**src/rtl/led_sys_ctrl_pkg.sv**
```systemverilog
// led_sys_pkg: FSM encoding, timing defaults and clock constant shared by led_sys_ctrl
package led_sys_pkg;
  typedef enum logic {IDLE = 1'b0, RUN = 1'b1} state_t;
  localparam logic [31:0] CLK_FREQ        = 32'd50_000_000;
  localparam logic [31:0] DEB_MAX_DEF     = 32'd999_999;
  localparam logic [31:0] TIMEOUT_MAX_DEF = 32'd499_999_999;
endpackage

```
**src/rtl/led_sys_ctrl_if.sv**
```systemverilog
// led_sys_ctrl_if: button input and enable/flag outputs between the controller and its user
interface led_sys_ctrl_if;
  logic key_n;
  logic system_en;
  logic key_flag;
  modport master (output key_n, input system_en, input key_flag);
  modport slave (input key_n, output system_en, output key_flag);
endinterface

```
**src/rtl/led_sys_ctrl_key_debounce.sv**
```systemverilog
// key_debounce: synchronises and debounces an active-low button, pulsing key_flag once per press
module key_debounce
  import led_sys_pkg::*;
#(
  parameter logic [31:0] DEB_MAX = DEB_MAX_DEF
) (
  input  logic clk,
  input  logic rst_n,
  input  logic key_n,
  output logic key_flag,
  output logic key_stable
);
  logic        r_sync1, r_sync2, r_stable, r_flag;
  logic [31:0] r_cnt;
  // two-flop synchroniser; idle level is released (1)
  always_ff @(posedge clk or negedge rst_n)
    if (!rst_n) {r_sync1, r_sync2} <= 2'b11;
    else {r_sync1, r_sync2} <= {key_n, r_sync1};
  // accept a new level only after DEB_MAX+1 consecutive mismatching cycles; flag only the press
  always_ff @(posedge clk or negedge rst_n)
    if (!rst_n) begin
      r_cnt    <= '0;
      r_stable <= 1'b1;
      r_flag   <= 1'b0;
    end else begin
      r_flag <= 1'b0;
      if (r_sync2 == r_stable) r_cnt <= '0;
      else if (r_cnt < DEB_MAX) r_cnt <= r_cnt + 32'd1;
      else begin
        r_stable <= r_sync2;
        r_cnt    <= '0;
        r_flag   <= ~r_sync2;
      end
    end
  assign key_flag   = r_flag;
  assign key_stable = r_stable;
endmodule

```
**src/rtl/led_sys_ctrl.sv**
```systemverilog
// led_sys_ctrl: toggles system_en on each debounced press; LED_SYS_AUTO_OFF_EN adds an auto-off timer
module led_sys_ctrl
  import led_sys_pkg::*;
#(
  parameter logic [31:0] DEB_MAX     = DEB_MAX_DEF,
  parameter logic [31:0] TIMEOUT_MAX = TIMEOUT_MAX_DEF
) (
  input logic           clk,
  input logic           rst_n,
  led_sys_ctrl_if.slave bus
);
  logic   w_key_flag, w_key_stable, w_unused;
  state_t r_state;
  key_debounce #(.DEB_MAX(DEB_MAX)) u_deb (
    .clk       (clk),
    .rst_n     (rst_n),
    .key_n     (bus.key_n),
    .key_flag  (w_key_flag),
    .key_stable(w_key_stable)
  );
`ifdef LED_SYS_AUTO_OFF_EN
  logic [31:0] r_tmo;
  // press or expired run time both return to IDLE exactly once; the timer only counts in RUN
  always_ff @(posedge clk or negedge rst_n)
    if (!rst_n) begin
      r_state <= IDLE;
      r_tmo   <= '0;
    end else if (r_state == RUN) begin
      if (w_key_flag || r_tmo == TIMEOUT_MAX) begin
        r_state <= IDLE;
        r_tmo   <= '0;
      end else r_tmo <= r_tmo + 32'd1;
    end else begin
      r_tmo <= '0;
      if (w_key_flag) r_state <= RUN;
    end
  assign w_unused = w_key_stable;
`else
  // each debounced press flips between IDLE and RUN
  always_ff @(posedge clk or negedge rst_n)
    if (!rst_n) r_state <= IDLE;
    else if (w_key_flag) r_state <= (r_state == RUN) ? IDLE : RUN;
  assign w_unused = w_key_stable ^ (^TIMEOUT_MAX);
`endif
  assign bus.system_en = r_state;
  assign bus.key_flag  = w_key_flag;
endmodule

```
**src/flat_wrapper.sv**
```systemverilog
// flat-port wrapper written by rule: the top's interface ports become plain ports
module led_sys_ctrl_flat import led_sys_pkg::*;
#(
  parameter logic [31:0] DEB_MAX     = DEB_MAX_DEF,
  parameter logic [31:0] TIMEOUT_MAX = TIMEOUT_MAX_DEF
)
  (clk, rst_n, bus_key_n, bus_system_en, bus_key_flag);
  led_sys_ctrl_if bus_i ();
  input logic clk;
  input logic rst_n;
  input wire logic [$bits(bus_i.key_n)-1:0] bus_key_n;
  output wire logic [$bits(bus_i.system_en)-1:0] bus_system_en;
  output wire logic [$bits(bus_i.key_flag)-1:0] bus_key_flag;
  assign bus_i.key_n = bus_key_n;
  assign bus_system_en = bus_i.system_en;
  assign bus_key_flag = bus_i.key_flag;
  led_sys_ctrl #(.DEB_MAX(DEB_MAX), .TIMEOUT_MAX(TIMEOUT_MAX)) u_core (.clk(clk), .rst_n(rst_n), .bus(bus_i));
endmodule
```
**config.mk**
```make
export PLATFORM = sky130hd
export DESIGN_NAME = led_sys_ctrl_flat
export DESIGN_NICKNAME = d
export VERILOG_FILES = /design/src/rtl/led_sys_ctrl_pkg.sv /design/src/rtl/led_sys_ctrl_if.sv /design/src/rtl/led_sys_ctrl_key_debounce.sv /design/src/rtl/led_sys_ctrl.sv /design/src/flat_wrapper.sv
export SDC_FILE = /design/constraint.sdc
export NUM_CORES = 1
export LEC_CHECK = 0
export CAP_MARGIN = 5
export CORE_MARGIN = 2
export CORE_UTILIZATION = 55
export DETAILED_ROUTE_END_ITERATION = 6
export PLACE_DENSITY = 0.7
export RECOVER_POWER = 50
export SYNTH_ARGS = -nofsm -noshare
export SYNTH_HDL_FRONTEND = slang
export SYNTH_SLANG_ARGS = --single-unit
```
**constraint.sdc**
```tcl
create_clock -name clk -period 4.9 [get_ports clk]
set_input_delay 1.225 -clock clk [delete_from_list [all_inputs] [get_ports clk]]
set_output_delay 1.225 -clock clk [all_outputs]
set_load 0.05 [all_outputs]
```
After elaboration in Yosys (flattened, before gate mapping)
Cells that the tools add are included.

Add/subtract/negate cells: 1. Magnitude comparators: 1. Eq/ne operators: 1. Multiplexer cells: 5. Bitwise gates (word level): 3. Reduce and logical (&&, ||, !) cells: 1.

Operator list (number): 2-to-1 mux 32 bit (2); adder 32 x 1 -> 32 bit (second input constant) (1); < comparator 32 x 20 -> 1 bit (second input constant) (1); 2-to-1 mux 1 bit (3); inverter 1 bit (3); AND reduction 2 bit (1); == test 1 bit (1).

Bits in registers: 37. Bits of input ports: 3. Output and inout bits: 2. Word-level logic and storage cells: 18.

Logic depth before layout (Yosys ltp)
Gate-level depths: netlist of run 1.

Depth in word-level cells: 3. Gate-level depth with buffers: 6. Mapped depth without buffers: 5.

Cells and area by module
A second synthesis of run 1 with hierarchy kept.

Cells, all modules: 131. Area, all modules: 1525.2 µm².

Modules (own cells, without submodules): key_debounce (times used 1, cells each 129, area each 1491.4 µm², sequential area each 904.6 µm²); led_sys_ctrl (times used 1, cells each 2, area each 33.8 µm², sequential area each 25.0 µm²).

Worst setup path before layout of run 1
No wires, ideal clock.

Path kind: register -> register. From: register u_core.u_deb.r_cnt[0]. To: register u_core.u_deb.r_cnt[13]. Setup time: 0.078 ns. Data arrival time: 1.882 ns. Required time: 4.822 ns. Path slack: 2.940 ns. Cell stages (with the launch flop): 7. Path buffers: 1. Clock period less this slack: 1.960 ns. Cells stage by stage: dfrtp_1 > ha_1 > and4_2 > a211o_1 > a2111o_1 > clkbuf_1 > a21oi_1.

Word-level cells in the longest chain between the ends: 3. Elaborated cells between the ends (all ways): 4. Those cells by class: 1 x add/sub; 1 x order compare; 2 x mux.

Ends and longest elaborated chain: from (decl) (line led_sys_ctrl_key_debounce.sv:14) `logic [31:0] r_cnt;`; from (signal assigned) (line led_sys_ctrl_key_debounce.sv:28) `else if (r_cnt < DEB_MAX) r_cnt <= r_cnt + 32'd1;`; adder 32 x 1 -> 32 bit or < comparator 32 x 20 -> 1 bit (tied branches) (line led_sys_ctrl_key_debounce.sv:28); 2-to-1 mux 32 bit (*) (line led_sys_ctrl_key_debounce.sv:28); 2-to-1 mux 32 bit (*) (line led_sys_ctrl_key_debounce.sv:27) `if (r_sync2 == r_stable) r_cnt <= '0;`.

Every way passes the cells marked *; elsewhere a longest branch is shown, timed or not. A chain may end at the register's enable or synchronous reset.

==> flow_metrics.tcl, run 1 <==
set metrics [dict create \
    cts.clk_slew.worst_paths_ps 100 \
    synth.area.mux_share_pct 0.7401 \
    drive_above_1_share_pct 10.32 \
    place.gp.congestion 0.7604 \
    via_per_inst 5.441 \
    wirelength_met1_um 1083 \
    status "finished, violations left" \
    vias 1012 \
    ys_seq_area_share_pct 61.10 \
    yosys.area_share.simple_pct 20.07 \
    switchingPower_w 0.0001253 \
    antenna_cells 0 \
    ios 5 \
    crit_type "input pin to async pin" \
    firstDrtPassIters 4 \
    numPortBuffers 4 \
    critPathLaunchType "input pin" \
    fin_area_um2 1695 \
    pwr-share-comb_pct 7.5 \
    crit_fanout 37 \
    postCtsSetupRepairBufs 0 \
    synth_edf_count 0 \
    critPathMaxStageDelay_ps 1350 \
    maxSlewViolCount 38 \
    grt_usage_pct 18.31 \
    synth_compound_area_share_pct 7.155 \
    routed_wl_um 2492 \
    rows 19 \
    globalRouteOverflowTotal 0 \
    synth_largest_area_cell "dfrtp_1" \
    ys_ff_latch 37 \
    fin_crit_ps 3015 \
    regToRegSetupSlack_ps 2610 \
    setup_tns_ps 0 \
    synth_ff_type "dfrtp_1" \
    worst_pin_slew_ps 1885 \
    post-route-period-util_pct 61.52 \
    violations "capacitance limit, slew limit" \
    maxCapViolations 1 \
    crit_slowest_cell "clkbuf_1" \
    clkPwrFrac_pct 30.9 \
    synth_top_area_share_pct 55.92 \
    top_layer_used "met4" \
    max_slew_margin_pct -25.67 \
    sw_frac_of_total_pct 23.88 \
    antenna_found_initial 0 \
    fillers 213 \
    core_area_um2 2686 \
    antenna_left 0 \
    dpl_cell_area_um2 1637 \
    rsz0062_at_grt "no" \
    nets 158 \
    dr_wl_met3_um 113 \
    setup_slack_ps 1885 \
    holdBufCountCts 0 \
    synth_adder_area_share_pct 0.8224 \
    drt-initial-drc-count 64 \
    cts_buffer_depth 2 \
    post-route-drc-count 0 \
    syn2layout_area_growth_pct 11.43 \
    die_height_um 56.60 \
    synthTopCellsByArea "dfrtp_1, xnor2_1, dfstp_2" \
    synth_top_family_by_area "simple AND/OR/NAND/NOR gates" \
    seqPwrFrac_pct 61.6 \
    crit_family "buffers and inverters" \
    clk_latency_ps 330 \
    synthArstFlopShare_pct 100.0 \
    path_buf_inv 2 \
    syn_avg_cell_area_um2 11.35 \
    fin_total_pwr_w 0.0005247 \
    yosysWarnings 0 \
    internal_power_w 0.0003994 \
    postSynthCellCount 134 \
    required_ps 4990 \
    cts_tree "built" \
    cts_resized 0 \
    total_leakage_power_nw 0.6538 \
    clkSinkCount 37 \
    yosysUniqueCellTypes 32 \
    start_util_pct 56.64 \
    hp-class "flop to flop" \
    critPathArrivalTime_ps 3110 \
    cts_htree_levels 2 \
    cts-root-buf "clkbuf_4" \
    worst_hold_slack_ps 364.3 \
    setup_viol 0 \
    powerDensity_nw_per_um2 309.5 \
    hold_violations 0 \
    grt_pass1_vias 1019 \
    irDropWorstVdd_mv 0.2451 \
    grt_max_degree 38 \
    cp-end-kind "async pin" \
    die_x_um 56.60 \
    synth_xor_area_share_pct 8.059 \
    die-area_um2 3203 \
    grt_pass1_wl_um 4333 \
    dp_hpwl_um 1743 \
    wl_met2_um 1260 \
    skew_ps 5.838 \
    syn-cell-area_um2 1521 \
    crit_chain "dlygate4sd3_1 -> clkbuf_1" \
    routedWlPerCell_um 13.40 \
    clock.fmax_mhz 331.7 \
    cts_buffers 5 \
    place_ws_ps 2510 \
]
## flip-flops by register name (all words and copies together) (netlist names)
| name | count |
|---|---|
| u_core.u_deb.r_sync1 | 1 |
| u_core.u_deb.r_sync2 | 1 |
| u_core.u_deb.key_flag | 1 |
| u_core.u_deb.r_cnt | 32 |
| u_core.bus.system_en | 1 |
| u_core.u_deb.key_stable | 1 |
## final timing paths
kind	endpoint	cells after the start	start
worst max-delay path	u_core.u_deb.r_cnt[11]	2	rst_n
min in group asynchronous	u_core.u_deb.r_cnt[16]	2	rst_n
worst max register to register	u_core.u_deb.r_cnt[17]	5	u_core.u_deb.r_cnt[0]
worst min register to register	u_core.u_deb.r_sync2	0	u_core.u_deb.r_sync1
worst min-delay path	u_core.u_deb.r_sync2	0	u_core.u_deb.r_sync1
max in group clk	bus_system_en	1	u_core.bus.system_en
## placed cells by master, fill, tap and decap left out, types with 2 or more instances in the layout
master	n
a211oi_1	2
a21oi_1	6
clkbuf_1	2
clkbuf_4	5
clkdlybuf4s50_1	2
conb_1	12
dfrtp_1	34
dfstp_2	3
dlygate4sd3_1	2
inv_1	4
nand2_1	9
nand3_1	5
nand3_2	2
nand4_1	2
nor2_1	16
nor3_1	2
nor3b_1	2
nor4_1	6
o21ai_0	4
o31ai_1	2
or3_1	3
or3_2	2
or4_1	3
xnor2_1	10
xor2_1	4
## cells by family after synthesis
logic type	after synthesis
compound gates	17
xor+xnor	14
fa+ha+maj	1
buf+inv	7
flops	37
mux	1
other cells	1
simple gates	56
## per-stage QoR
step           std cells  util [%]
6_report             186     63.11
5_1_grt              186     63.11
4_1_cts              186     63.25
3_5_place_dp         178     60.92
3_3_place_gp         178     60.92
2_1_floorplan        145         -
## power by group through the flow
stage,logic (W),clock network (W),registers (W)
after floorplan,0.00000518,0,0.000344
after global placement,0.0000400,0,0.000328
after detailed placement,0.0000407,0,0.000329
after CTS,0.0000408,0.000171,0.000323
after global routing,0.0000424,0.000185,0.000324
final,0.0000394,0.000162,0.000323
## per-layer routing
metal	vias to the layer above	GRT usage, %
met5	-	0
met2	20	28.57
li1	497	-
met4	0	8.163
met3	4	8.295
met1	491	21.67
## Yosys cell counts (3+ instances only)
| library cell | n |
|---|---|
| dfrtp_1 | 34 |
| nor2_1 | 16 |
| xnor2_1 | 10 |
| nand2_1 | 9 |
| a21oi_1 | 6 |
| nor4_1 | 6 |
| nand3_1 | 5 |
| inv_1 | 4 |
| o21ai_0 | 4 |
| xor2_1 | 4 |
| dfstp_2 | 3 |
| or3_1 | 3 |
| or4_1 | 3 |
## area by class of cell
cell class / count / area [µm²] / share of cell area [%]
repair buffers: 5 / 43.79 / 2.583
well taps: 31 / 38.79 / 2.288
flip-flops and latches: 37 / 929.6 / 54.83
clock inverters: 1 / 7.507 / 0.4428
inverters: 4 / 15.01 / 0.8856
multi-input cells: 101 / 605.6 / 35.72
clock buffers: 7 / 55.05 / 3.247
Note: power is estimated with default switching activity, not from simulation.
==> run 2, diff against run 1 <==
Clock period 4.9 ns to 2.83 ns, I/O delays scaled along.
==> flow_metrics.tcl, run 2 (synthesized netlist as in run 1, its figures left out) <==
set metrics [dict create \
    status "completed" \
    grt_usage_pct 18.65 \
    wl_met2_um 1297 \
    nets 158 \
    required_ps 3090 \
    routedWlPerCell_um 13.63 \
    cts_htree_levels 2 \
    worst_pin_slew_ps 860.7 \
    regArea_um2 929.6 \
    wirelength_met1_um 1084 \
    hold_violations 0 \
    routed_wl_um 2535 \
    post-route-drc-count 0 \
    seqPwrFrac_pct 55.6 \
    total_leakage_power_nw 0.6708 \
    rows 19 \
    holdBufCountCts 0 \
    critPathMaxStageDelay_ps 700 \
    cts_buffers 5 \
    critPathArrivalTime_ps 2520 \
    dp_hpwl_um 1754 \
    crit_fanout 20 \
    die_height_um 56.60 \
    antenna_found_initial 0 \
    postCtsSetupRepairBufs 0 \
    antenna_left 0 \
    crit_family "compound AO/OA/AOI/OAI gates" \
    path_buf_inv 0 \
    regToRegSetupSlack_ps 560 \
    maxSlewViolCount 0 \
    clkPwrFrac_pct 37.5 \
    grt_pass1_vias 985 \
    antenna_cells 0 \
    die_x_um 56.60 \
    top_layer_used "met4" \
    crit_chain "ha_1 -> and4_2 -> a211o_1 -> a2111o_1 -> a21oi_1" \
    clkSinkCount 37 \
    crit_type "flop to flop" \
    crit_slowest_cell "a2111o_1" \
    setup_viol 0 \
    multi_input_area_um2 605.6 \
    post-route-period-util_pct 80.12 \
    setup_tns_ps 0 \
    drive_above_1_share_pct 10.97 \
    grt_max_degree 38 \
    via_per_inst 5.581 \
    switchingPower_w 0.0002233 \
    start_util_pct 56.64 \
    powerDensity_nw_per_um2 584.2 \
    clk_latency_ps 340 \
    syn2layout_area_growth_pct 12.99 \
    fillers 229 \
    die-area_um2 3203 \
    layout_common_cells "dfrtp_1, nor2_1, conb_1" \
    cp-end-kind "flop" \
    ios 5 \
    place.gp.congestion 0.8083 \
    skew_ps 9.909 \
    cts_tree "built" \
    critPathLaunchType "flop" \
    cts-root-buf "clkbuf_4" \
    firstDrtPassIters 4 \
    core_area_um2 2686 \
    clock.fmax_mhz 441.0 \
    max_slew_margin_pct 42.62 \
    cts_buffer_depth 2 \
    rsz0062_at_grt "no" \
    numPortBuffers 4 \
    grt_pass1_wl_um 4429 \
    vias 1038 \
    cts.clk_slew.worst_paths_ps 110 \
    irDropWorstVdd_mv 0.5098 \
    cts_resized 0 \
    largest_reg_flops 32 \
    drt-initial-drc-count 18 \
    globalRouteOverflowTotal 0 \
    hp-class "flop to flop" \
    fin_crit_ps 2267 \
    largest_register "u_core.u_deb.r_cnt" \
    pwr-share-comb_pct 6.8 \
    sw_frac_of_total_pct 22.23 \
    dr_wl_met3_um 100 \
    worst_hold_slack_ps 363.2 \
    final_common_cell "dfrtp_1" \
    internal_power_w 0.0007810 \
    maxCapViolations 0 \
]
run 2: final cells by class:
type                            count  area share, %
Sequential cell                    37          54.08
Multi-Input combinational cell    101          35.23
Clock buffer                        7          3.202
Timing Repair Buffer                5          2.620
Tap cell                           31          2.256
Clock inverter                      1          1.747
Inverter                            4         0.8734
run 2: final timing paths:
kind,depth (start not counted),from,end
max reg2reg,5,u_core.u_deb.r_cnt[0],u_core.u_deb.r_cnt[13]
min in group asynchronous,2,rst_n,u_core.u_deb.r_cnt[19]
max in group asynchronous,2,rst_n,u_core.u_deb.r_cnt[24]
min,0,u_core.u_deb.r_sync1,u_core.u_deb.r_sync2
min reg2reg,0,u_core.u_deb.r_sync1,u_core.u_deb.r_sync2
max,5,u_core.u_deb.r_cnt[0],u_core.u_deb.r_cnt[13]
run 2: metal layers:
| metal | global-route usage [%] | vias to the layer above |
|---|---|---|
| met3 | 5.069 | 7 |
| met5 | 0 | - |
| met2 | 28.24 | 26 |
| met1 | 23.99 | 504 |
| li1 | - | 501 |
| met4 | 10.88 | 0 |
run 2: power by group through the flow:
stage          combinational, W  sequential [W]  clock, W
6_report              0.0000686        0.000559  0.000377
5_1_grt               0.0000739        0.000562  0.000414
4_1_cts               0.0000710        0.000559  0.000388
3_5_place_dp          0.0000707        0.000570         0
3_3_place_gp          0.0000694        0.000568         0
2_1_floorplan        0.00000897        0.000596         0
run 2: metrics by stage:
stage | instance area [µm²] | setup slack, ps | total power [W] | instances | util, %
2_1_floorplan | 1563 | 870.2 | 0.0006052 | 145 | -
3_3_place_gp | 1637 | 665.2 | 0.0006374 | 178 | 60.92
3_5_place_dp | 1637 | 602.6 | 0.0006403 | 178 | 60.92
4_1_cts | 1722 | 566.8 | 0.001019 | 186 | 64.09
5_1_grt | 1719 | 448.2 | 0.001050 | 186 | 64.00
6_report | 1719 | 562.6 | 0.001004 | 186 | 64.00
==> run 3, diff against run 2 <==
Clock period 2.83 ns to 2.2 ns, I/O delays scaled along.
==> flow_metrics.tcl, run 3 (synthesized netlist as in run 1, its figures left out) <==
set metrics [dict create \
    worst_hold_slack_ps 369.2 \
    fin_crit_ps 2083 \
    regToRegSetupSlack_ps 120 \
    core_area_um2 2686 \
    hp-class "flop to flop" \
    rows 19 \
    die_x_um 56.60 \
    syn2layout_area_growth_pct 14.47 \
    die_height_um 56.60 \
    hold-path-cell-count 0 \
    routed_wl_um 2537 \
    rr_endpoint "u_core.u_deb.r_cnt[19]" \
    vias 1034 \
    routedWlPerCell_um 13.49 \
    worst-path-stages 1 \
    worst_pin_slew_ps 887.4 \
    crit_fanout 2 \
    crit_type "flop to output pin" \
    grt_max_degree 38 \
    total_leakage_power_nw 0.6797 \
    postCtsSetupRepairBufs 0 \
    firstDrtPassIters 4 \
    antenna_found_initial 0 \
    clock.fmax_mhz 480.1 \
    largest_register "u_core.u_deb.r_cnt" \
    setup_viol 0 \
    ios 5 \
    required_ps 1650 \
    setup_tns_ps 0 \
    maxSlewViolCount 0 \
    post-route-period-util_pct 94.68 \
    irDropWorstVdd_mv 0.7420 \
    cts-root-buf "clkbuf_4" \
    cp-startpoint "u_core.bus.system_en" \
    max_slew_margin_pct 40.84 \
    critPathArrivalTime_ps 1530 \
    crit_slowest_cell "clkdlybuf4s50_1" \
    via_per_inst 5.500 \
    crit_chain "clkdlybuf4s50_1" \
    nets 160 \
    critPathLaunchType "flop" \
    antenna_left 0 \
    cts_htree_levels 2 \
    cts_buffers 5 \
    maxCapViolations 0 \
    grt_pass1_wl_um 4533 \
    powerDensity_nw_per_um2 747.1 \
    antenna_cells 0 \
    largest_reg_flops 32 \
    setup.worst_path.end "bus_system_en" \
    dp_hpwl_um 1804 \
    r2r-start "u_core.u_deb.r_cnt[0]" \
    rsz0062_at_grt "no" \
    hold_violations 0 \
    path_buf_inv 1 \
    critPathMaxStageDelay_ps 810 \
    fillers 214 \
    grt_usage_pct 19.19 \
    cts_buffer_depth 2 \
    cts.clk_slew.worst_paths_ps 110 \
    layout_common_cells "dfrtp_1, nor2_1, conb_1" \
    skew_ps 2.602 \
    clk_latency_ps 340 \
    grt_pass1_vias 1013 \
    drive_above_1_share_pct 13.38 \
    crit_family "buffers and inverters" \
    clkSinkCount 37 \
    globalRouteOverflowTotal 0 \
    cts_tree "built" \
    reg2reg_depth 6 \
    start_util_pct 56.64 \
    drt-initial-drc-count 26 \
    place.gp.congestion 0.8242 \
    numPortBuffers 4 \
    die-area_um2 3203 \
    cp-end-kind "output pin" \
    final_common_cell "dfrtp_1" \
    post-route-drc-count 0 \
    status "completed" \
]
## run 3: cell types whose count changed in the layout (fill, tap and decap cells not counted)
cell / delta
buf_4: +2
clkbuf_1: -1
clkinvlp_4: +1
or4_1: -1
or4_4: +1
## run 3: layout make-up
type | count | area (µm²) | share of cell area [%]
Inverter | 4 | 15.01 | 0.8621
Tap cell | 31 | 38.79 | 2.227
Clock buffer | 6 | 51.30 | 2.945
Timing Repair Buffer | 7 | 60.06 | 3.448
Multi-Input combinational cell | 101 | 609.3 | 34.99
Clock inverter | 2 | 37.54 | 2.155
Sequential cell | 37 | 929.6 | 53.38
## run 3: how the worst min path moves through the flow
stage                                 to                 start
floorplan           u_core.bus.system_en                 rst_n
global placement    u_core.u_deb.r_sync2  u_core.u_deb.r_sync1
detailed placement  u_core.u_deb.r_sync2  u_core.u_deb.r_sync1
CTS                 u_core.u_deb.r_sync2  u_core.u_deb.r_sync1
global route        u_core.u_deb.r_sync2  u_core.u_deb.r_sync1
finish              u_core.u_deb.r_sync2  u_core.u_deb.r_sync1
## run 3: timing repair
| item | 4_1_cts | 5_1_grt |
|---|---|---|
| resized for setup | 0 | 1 |
| hold endpoints to repair | 0 | 0 |
| setup endpoints to repair | 0 | 1 |
| hold buffers | 0 | 0 |
## run 3: power by group
group	internal, W	total, W	leakage (nW)	switching (W)
logic	0.0000270	0.0000886	0.160	0.0000616
registers	0.000706	0.000719	0.475	0.0000128
clock network	0.000270	0.000493	0.0445	0.000223
total	0.00100	0.00130	0.680	0.000298
## run 3: stage by stage
step                power [W]  instances  util, %  setup WS (ps)  area (µm²)
floorplan           0.0007785        145        -          240.2        1563
finish               0.001301        188    64.83          117.0        1742
global route         0.001348        188    64.83          14.14        1742
global placement    0.0008202        180    61.48          201.3        1652
CTS                  0.001314        188    64.79          89.53        1740
detailed placement  0.0008243        180    61.48          143.6        1652
## run 3: metal layers
layer	routed length, µm	share of wire (%)	global-route usage, %
met3	107	4.2	7.143
met2	1255	49	29.73
met1	1118	44	23.53
met4	56	2.2	9.524
met5	0	0	0
